### src/rtl/gs_pkg.sv
`default_nettype none
// +----------------------------------------------------------------------+
// | gs_pkg                                                               |
// | Shared encodings for the Goldschmidt divide sequencing controller.   |
// | Rev 1.0 - initial release                                            |
// +----------------------------------------------------------------------+
package gs_pkg;

   localparam int ITERS_DEFAULT = 3;
   localparam int PASS_W        = 3;

   localparam logic [1:0] ND_D    = 2'd0;
   localparam logic [1:0] ND_N    = 2'd1;
   localparam logic [1:0] ND_NEWD = 2'd2;
   localparam logic [1:0] ND_NEWN = 2'd3;

   localparam logic K_IA     = 1'b0;
   localparam logic K_REFINE = 1'b1;

   typedef enum logic [2:0] {
      ST_IDLE    = 3'd0,
      ST_ISSUE_D = 3'd1,
      ST_ISSUE_N = 3'd2,
      ST_DRAIN   = 3'd3,
      ST_DONE    = 3'd4
   } state_t;

endpackage
`default_nettype wire

### src/rtl/gs_pass_cnt.sv
`default_nettype none
// +----------------------------------------------------------------------+
// | gs_pass_cnt                                                          |
// | Multiply-pass counter: clear, increment, terminal flag at last pass. |
// | Rev 1.0 - initial release                                            |
// +----------------------------------------------------------------------+
module gs_pass_cnt
   import gs_pkg::*;
#(
   parameter int W = PASS_W
) (
   input  logic         clk,
   input  logic         reset,
   input  logic         clr,
   input  logic         inc,
   input  logic [W-1:0] last,
   output logic [W-1:0] pass,
   output logic         term
);

   logic [W-1:0] r_pass;

   always_ff @(posedge clk or negedge reset) begin
      if (!reset) begin
         r_pass <= '0;
      end else if (clr) begin
         r_pass <= '0;
      end else if (inc) begin
         r_pass <= r_pass + W'(1);
      end
   end

   assign pass = r_pass;
   assign term = (r_pass == last);

endmodule
`default_nettype wire

### src/rtl/gs_div_ctrl.sv
`default_nettype none
// +----------------------------------------------------------------------+
// | gs_div_ctrl                                                          |
// | Sequencer for the 2-stage Goldschmidt divide datapath.               |
// | Option macro: GS_CTRL_ITER_OVERRIDE_EN (per-request pass count).     |
// | Rev 1.0 - initial release                                            |
// +----------------------------------------------------------------------+
module gs_div_ctrl
   import gs_pkg::*;
#(
   parameter int ITERS = ITERS_DEFAULT
) (
   input  logic              clk,
   input  logic              reset,
   input  logic              start,
`ifdef GS_CTRL_ITER_OVERRIDE_EN
   input  logic [PASS_W-1:0] iters_i,
`endif
   output logic              in_ready,
   output logic              op_ld,
   output logic              k_sel,
   output logic [1:0]        nd_sel,
   output logic              k_en,
   output logic              en_d,
   output logic              en_n,
   output logic              busy,
   output logic              done
);

   if (ITERS < 1 || ITERS > 7) begin : g_iters_range
      $error("gs_div_ctrl: ITERS must be in 1..7");
   end

   localparam logic [PASS_W-1:0] C_LAST_FIXED = PASS_W'(ITERS);

   state_t              r_state;
   state_t              w_next;
   logic                r_en_d;
   logic                r_en_n;
   logic [PASS_W-1:0]   w_last;
   logic [PASS_W-1:0]   w_pass;
   logic                w_term;
   logic                w_first;
   logic                w_inc;

   assign in_ready = (r_state == ST_IDLE) || (r_state == ST_DONE);
   assign op_ld    = start & in_ready;

`ifdef GS_CTRL_ITER_OVERRIDE_EN
   // Pass count is captured with the operands so mid-sequence changes are ignored.
   logic [PASS_W-1:0] r_last;

   always_ff @(posedge clk or negedge reset) begin
      if (!reset) begin
         r_last <= C_LAST_FIXED;
      end else if (op_ld) begin
         r_last <= (iters_i == '0) ? PASS_W'(1) : iters_i;
      end
   end

   assign w_last = r_last;
`else
   assign w_last = C_LAST_FIXED;
`endif

   assign w_inc   = (r_state == ST_ISSUE_N) && !w_term;
   assign w_first = (w_pass == '0);

   gs_pass_cnt #(
      .W    (PASS_W)
   ) u_pass_cnt (
      .clk  (clk),
      .reset(reset),
      .clr  (op_ld),
      .inc  (w_inc),
      .last (w_last),
      .pass (w_pass),
      .term (w_term)
   );

   always_ff @(posedge clk or negedge reset) begin
      if (!reset) begin
         r_state <= ST_IDLE;
      end else begin
         r_state <= w_next;
      end
   end

   always_comb begin
      w_next = r_state;
      k_sel  = K_IA;
      nd_sel = ND_D;
      k_en   = 1'b0;
      busy   = 1'b0;
      done   = 1'b0;
      case (r_state)
         ST_IDLE: begin
            if (start) w_next = ST_ISSUE_D;
         end
         ST_ISSUE_D: begin
            busy   = 1'b1;
            k_en   = 1'b1;
            k_sel  = w_first ? K_IA : K_REFINE;
            nd_sel = w_first ? ND_D : ND_NEWD;
            w_next = ST_ISSUE_N;
         end
         ST_ISSUE_N: begin
            // N of this pass still multiplies by the K loaded with D of the same pass.
            busy   = 1'b1;
            nd_sel = w_first ? ND_N : ND_NEWN;
            w_next = w_term ? ST_DRAIN : ST_ISSUE_D;
         end
         ST_DRAIN: begin
            busy   = 1'b1;
            w_next = ST_DONE;
         end
         ST_DONE: begin
            done   = 1'b1;
            w_next = start ? ST_ISSUE_D : ST_IDLE;
         end
         default: begin
            w_next = ST_IDLE;
         end
      endcase
   end

   // Write enables trail their issue cycle by one, matching the stage-2 product.
   always_ff @(posedge clk or negedge reset) begin
      if (!reset) begin
         r_en_d <= 1'b0;
         r_en_n <= 1'b0;
      end else begin
         r_en_d <= (r_state == ST_ISSUE_D);
         r_en_n <= (r_state == ST_ISSUE_N);
      end
   end

   assign en_d = r_en_d;
   assign en_n = r_en_n;

endmodule
`default_nettype wire
### config.mk
export PLATFORM = sky130hd
export DESIGN_NAME = gs_div_ctrl
export DESIGN_NICKNAME = d
export VERILOG_FILES = /design/src/rtl/gs_pkg.sv /design/src/rtl/gs_pass_cnt.sv /design/src/rtl/gs_div_ctrl.sv
export SDC_FILE = /design/constraint.sdc
export NUM_CORES = 1
export LEC_CHECK = 0
export CORE_MARGIN = 10
export CORE_UTILIZATION = 29
export DETAILED_ROUTE_END_ITERATION = 12
export PLACE_DENSITY = 0.61
export SETUP_SLACK_MARGIN = 0.2
export SKIP_CTS_REPAIR_TIMING = 1
export SLEW_MARGIN = 20
export SYNTH_ARGS = -nofsm -noshare
export SYNTH_HDL_FRONTEND = slang
export SYNTH_SLANG_ARGS = --single-unit
### constraint.sdc
create_clock -name clk -period 1.5 [get_ports clk]
set_input_delay 0.375 -clock clk [delete_from_list [all_inputs] [get_ports clk]]
set_output_delay 0.375 -clock clk [all_outputs]
set_load 0.1 [all_outputs]
==> parameters.txt <==
Parameter                              Value

Detailed routing
  Post-route DRC violation count    0
  Via Count    367
  Routed length per instance    13.2 um
  Number of search-and-repair iterations in the first detailed-routing pass    4
  DRT iter0 DRCs    4
  Drt total wl    1070 um
  Routed via count divided by cell count    4.53
  Antenna-violating nets left    0

Placement
  Post-DP HPWL    888 um
  Count of placed standard cells including taps    70
  Placement Cell Area    758 um2
  Number of input and output port buffers inserted    12
  Placer's final routability congestion estimate    0.725

Synthesis
  Post-synthesis average cell area    11.7 um2
  Number of storage elements in the synthesis netlist    8
  Syn. warnings    0
  Sequential-to-total area share from yosys stat    48.9%
  Number of unique standard cell types used by synthesis    16
  Number of nets produced by synthesis    41
  Post-synthesis instance area    409 um2
  Gate count after technology mapping    35

CTS
  Maximum buffer depth of the clock tree    2
  TritonCTS clock tree    done
  Clock-pin slew on the worst setup and hold paths    0.06 ns
  Number of buffers created by CTS    3
  Clk root buf    sky130_fd_sc_hd__clkbuf_4
  Skew-Pair Late Insertion Delay    0.25 ns
  H-tree Lvls    1
  Clock sink total    8

Timing
  Final critical-path share of the clock period    119%
  Clock Skews    0.00550 ns
  Max-slew headroom    75.1%
  Worst Setup Slack, final    -0.283 ns
  Total count of max-transition violations in the final report    0
  Peak clock frequency supported by timing    561 MHz
  Unrepaired setup endpoints after global routing    yes
  Count of final hold-check violations    0
  Worst Max-Slew Pin Slew    0.372 ns
  Shortest clock period the worst path allows after layout    1.78 ns
  Final setup fails    9
  Post-route worst hold slack    0.405 ns

GRT
  Pin count of the biggest net entering global routing    9
  Number of antenna violations at the first check in global routing    0
  Overflow after GRT    0
  Overall global routing resource usage    6.79%
  First-pass GRT wire length    1820 um
  Number of global-route vias before repair    413

Floorplan
  Area of the die    0.00331 mm2
  IO Count    13
  Site Rows    13
  Die extent in y    57.6 um
  Die span in x    57.6 um
  Starting Density    31.1%
  Placeable core area    0.00132 mm2

Setup path
  Sum of buffers and inverters on the critical path    1
  Crit-path max FO    4
  Depth of the worst register-to-register path    6
  Critical path type    reg2out
  Chain of cells forming the critical path    nor3b_4, nor2b_4, buf_12
  Data required time at the worst endpoint    1.12 ns
  Data arrival, critical path    1.41 ns
  Cell count along the critical path    3
  CP max-delay cell    sky130_fd_sc_hd__dfrtp_2
  CP max stage delay    0.44 ns
  Crit start category    flop
  Largest delay share family, worst path    simple AND/OR/NAND/NOR gates
  Critical Path Sink Type    primary output

Final layout
  Final Instance Count excl. Fillers    81
  Final Net Count    73
  Area of all placed cells without fillers    886 um2
  Filler Cells Inserted    89
  Layout Area Growth over Synthesis    117%
  Fraction of layout instances using a drive strength above 1    72.7%
  Diode count    0
  Post-Route Utilization    67.2%

Outcome
  Violated checks    negative setup slack
  Run status    complete, but fails checks

Hold path
  HP Class    in2async

Job
  Max-capacitance violation count    0
==> final timing paths <==
path	start	end	slack, ns
setup / recovery	r_state[1]	k_sel	-0.28
hold reg to reg	u_pass_cnt.pass[1]	u_pass_cnt.pass[1]	0.62
setup reg to reg	u_pass_cnt.pass[0]	u_pass_cnt.pass[1]	-0.10
max in group asynchronous	reset	r_state[1]	0.80
hold / removal	reset	en_d	0.40
min in group clk	u_pass_cnt.pass[1]	u_pass_cnt.pass[1]	0.62
==> cells in the mapped netlist <==
cell                       count  share of area [%]
sky130_fd_sc_hd__and2_1        2                3.1
sky130_fd_sc_hd__nor2b_1       2                3.1
sky130_fd_sc_hd__nor2_1        5                4.6
sky130_fd_sc_hd__a211oi_1      1                1.8
sky130_fd_sc_hd__nor4b_4       1                5.8
sky130_fd_sc_hd__dfrtp_1       8                 49
sky130_fd_sc_hd__inv_1         3                2.8
sky130_fd_sc_hd__nor2_2        2                3.1
sky130_fd_sc_hd__and3b_2       1                2.4
sky130_fd_sc_hd__or2_1         1                1.5
sky130_fd_sc_hd__buf_2         1                1.2
sky130_fd_sc_hd__xnor2_1       1                2.1
sky130_fd_sc_hd__mux2i_1       1                2.4
sky130_fd_sc_hd__ha_1          3                9.2
sky130_fd_sc_hd__a21o_1        1                1.8
sky130_fd_sc_hd__nor3b_2       2                6.1
==> cell type report <==
type	count	area, um2	share of cell area [%]
Clock buffer	4	26.3	2.97
Inverter	3	11.3	1.27
Multi-Input combinational cell	23	263	29.7
Sequential cell	8	204	23.0
Tap cell	15	18.8	2.12
Timing Repair Buffer	28	363	41.0
==> sequential cells by signal, indices dropped and copies added (netlist names) <==
| register | count |
|---|---|
| en_n | 1 |
| u_pass_cnt.pass | 3 |
| r_state | 3 |
| en_d | 1 |
==> layout by cell type (no fill, tap or decap), drive strengths merged, types with 2 or more instances in the layout <==
cell type and n:
and2 2, clkbuf 4, nor2b 2, nor2 7
buf 26, ha 3, nor3b 2, dfrtp 8
clkdlybuf4s50 2, inv 3
==> metrics by stage <==
stage | setup WS (ns) | setup TNS [ns]
global placement | -0.0341 | -0.100
global route | -0.341 | -2.28
detailed placement | -0.151 | -0.477
finish | -0.283 | -1.64
CTS | -0.342 | -2.04
floorplan | -0.982 | -4.74
==> kinds of logic after synthesis <==
group / count (synthesis) / synth area share [%]
AND/OR/NAND/NOR: 16 / 29.7
flip-flops: 8 / 48.9
buffers and inverters: 4 / 3.97
adder cells (fa/ha/maj): 3 / 9.18
AO/OA/AOI/OAI: 2 / 3.67
XOR/XNOR: 1 / 2.14
multiplexers: 1 / 2.45
==> routing by layer <==
metal  GRT usage, %  vias up  wire [um]
met3           5.53        0        147
met5              0        -          0
li1               -      176          -
met2           12.3       14        531
met4           1.01        0          0
met1           5.75      177        391
==> worst reg2reg max path, cell delays in order (launching register included) <==
cell                      delay, ns
sky130_fd_sc_hd__dfrtp_1       0.39
sky130_fd_sc_hd__ha_2          0.21
sky130_fd_sc_hd__ha_4          0.17
sky130_fd_sc_hd__nor4b_4       0.25
sky130_fd_sc_hd__buf_4         0.17
sky130_fd_sc_hd__mux2i_1       0.22
sky130_fd_sc_hd__nor2_1        0.07
Power is not shown: default switching activity piles up to over one toggle a cycle in this logic, so the estimate is an artifact.
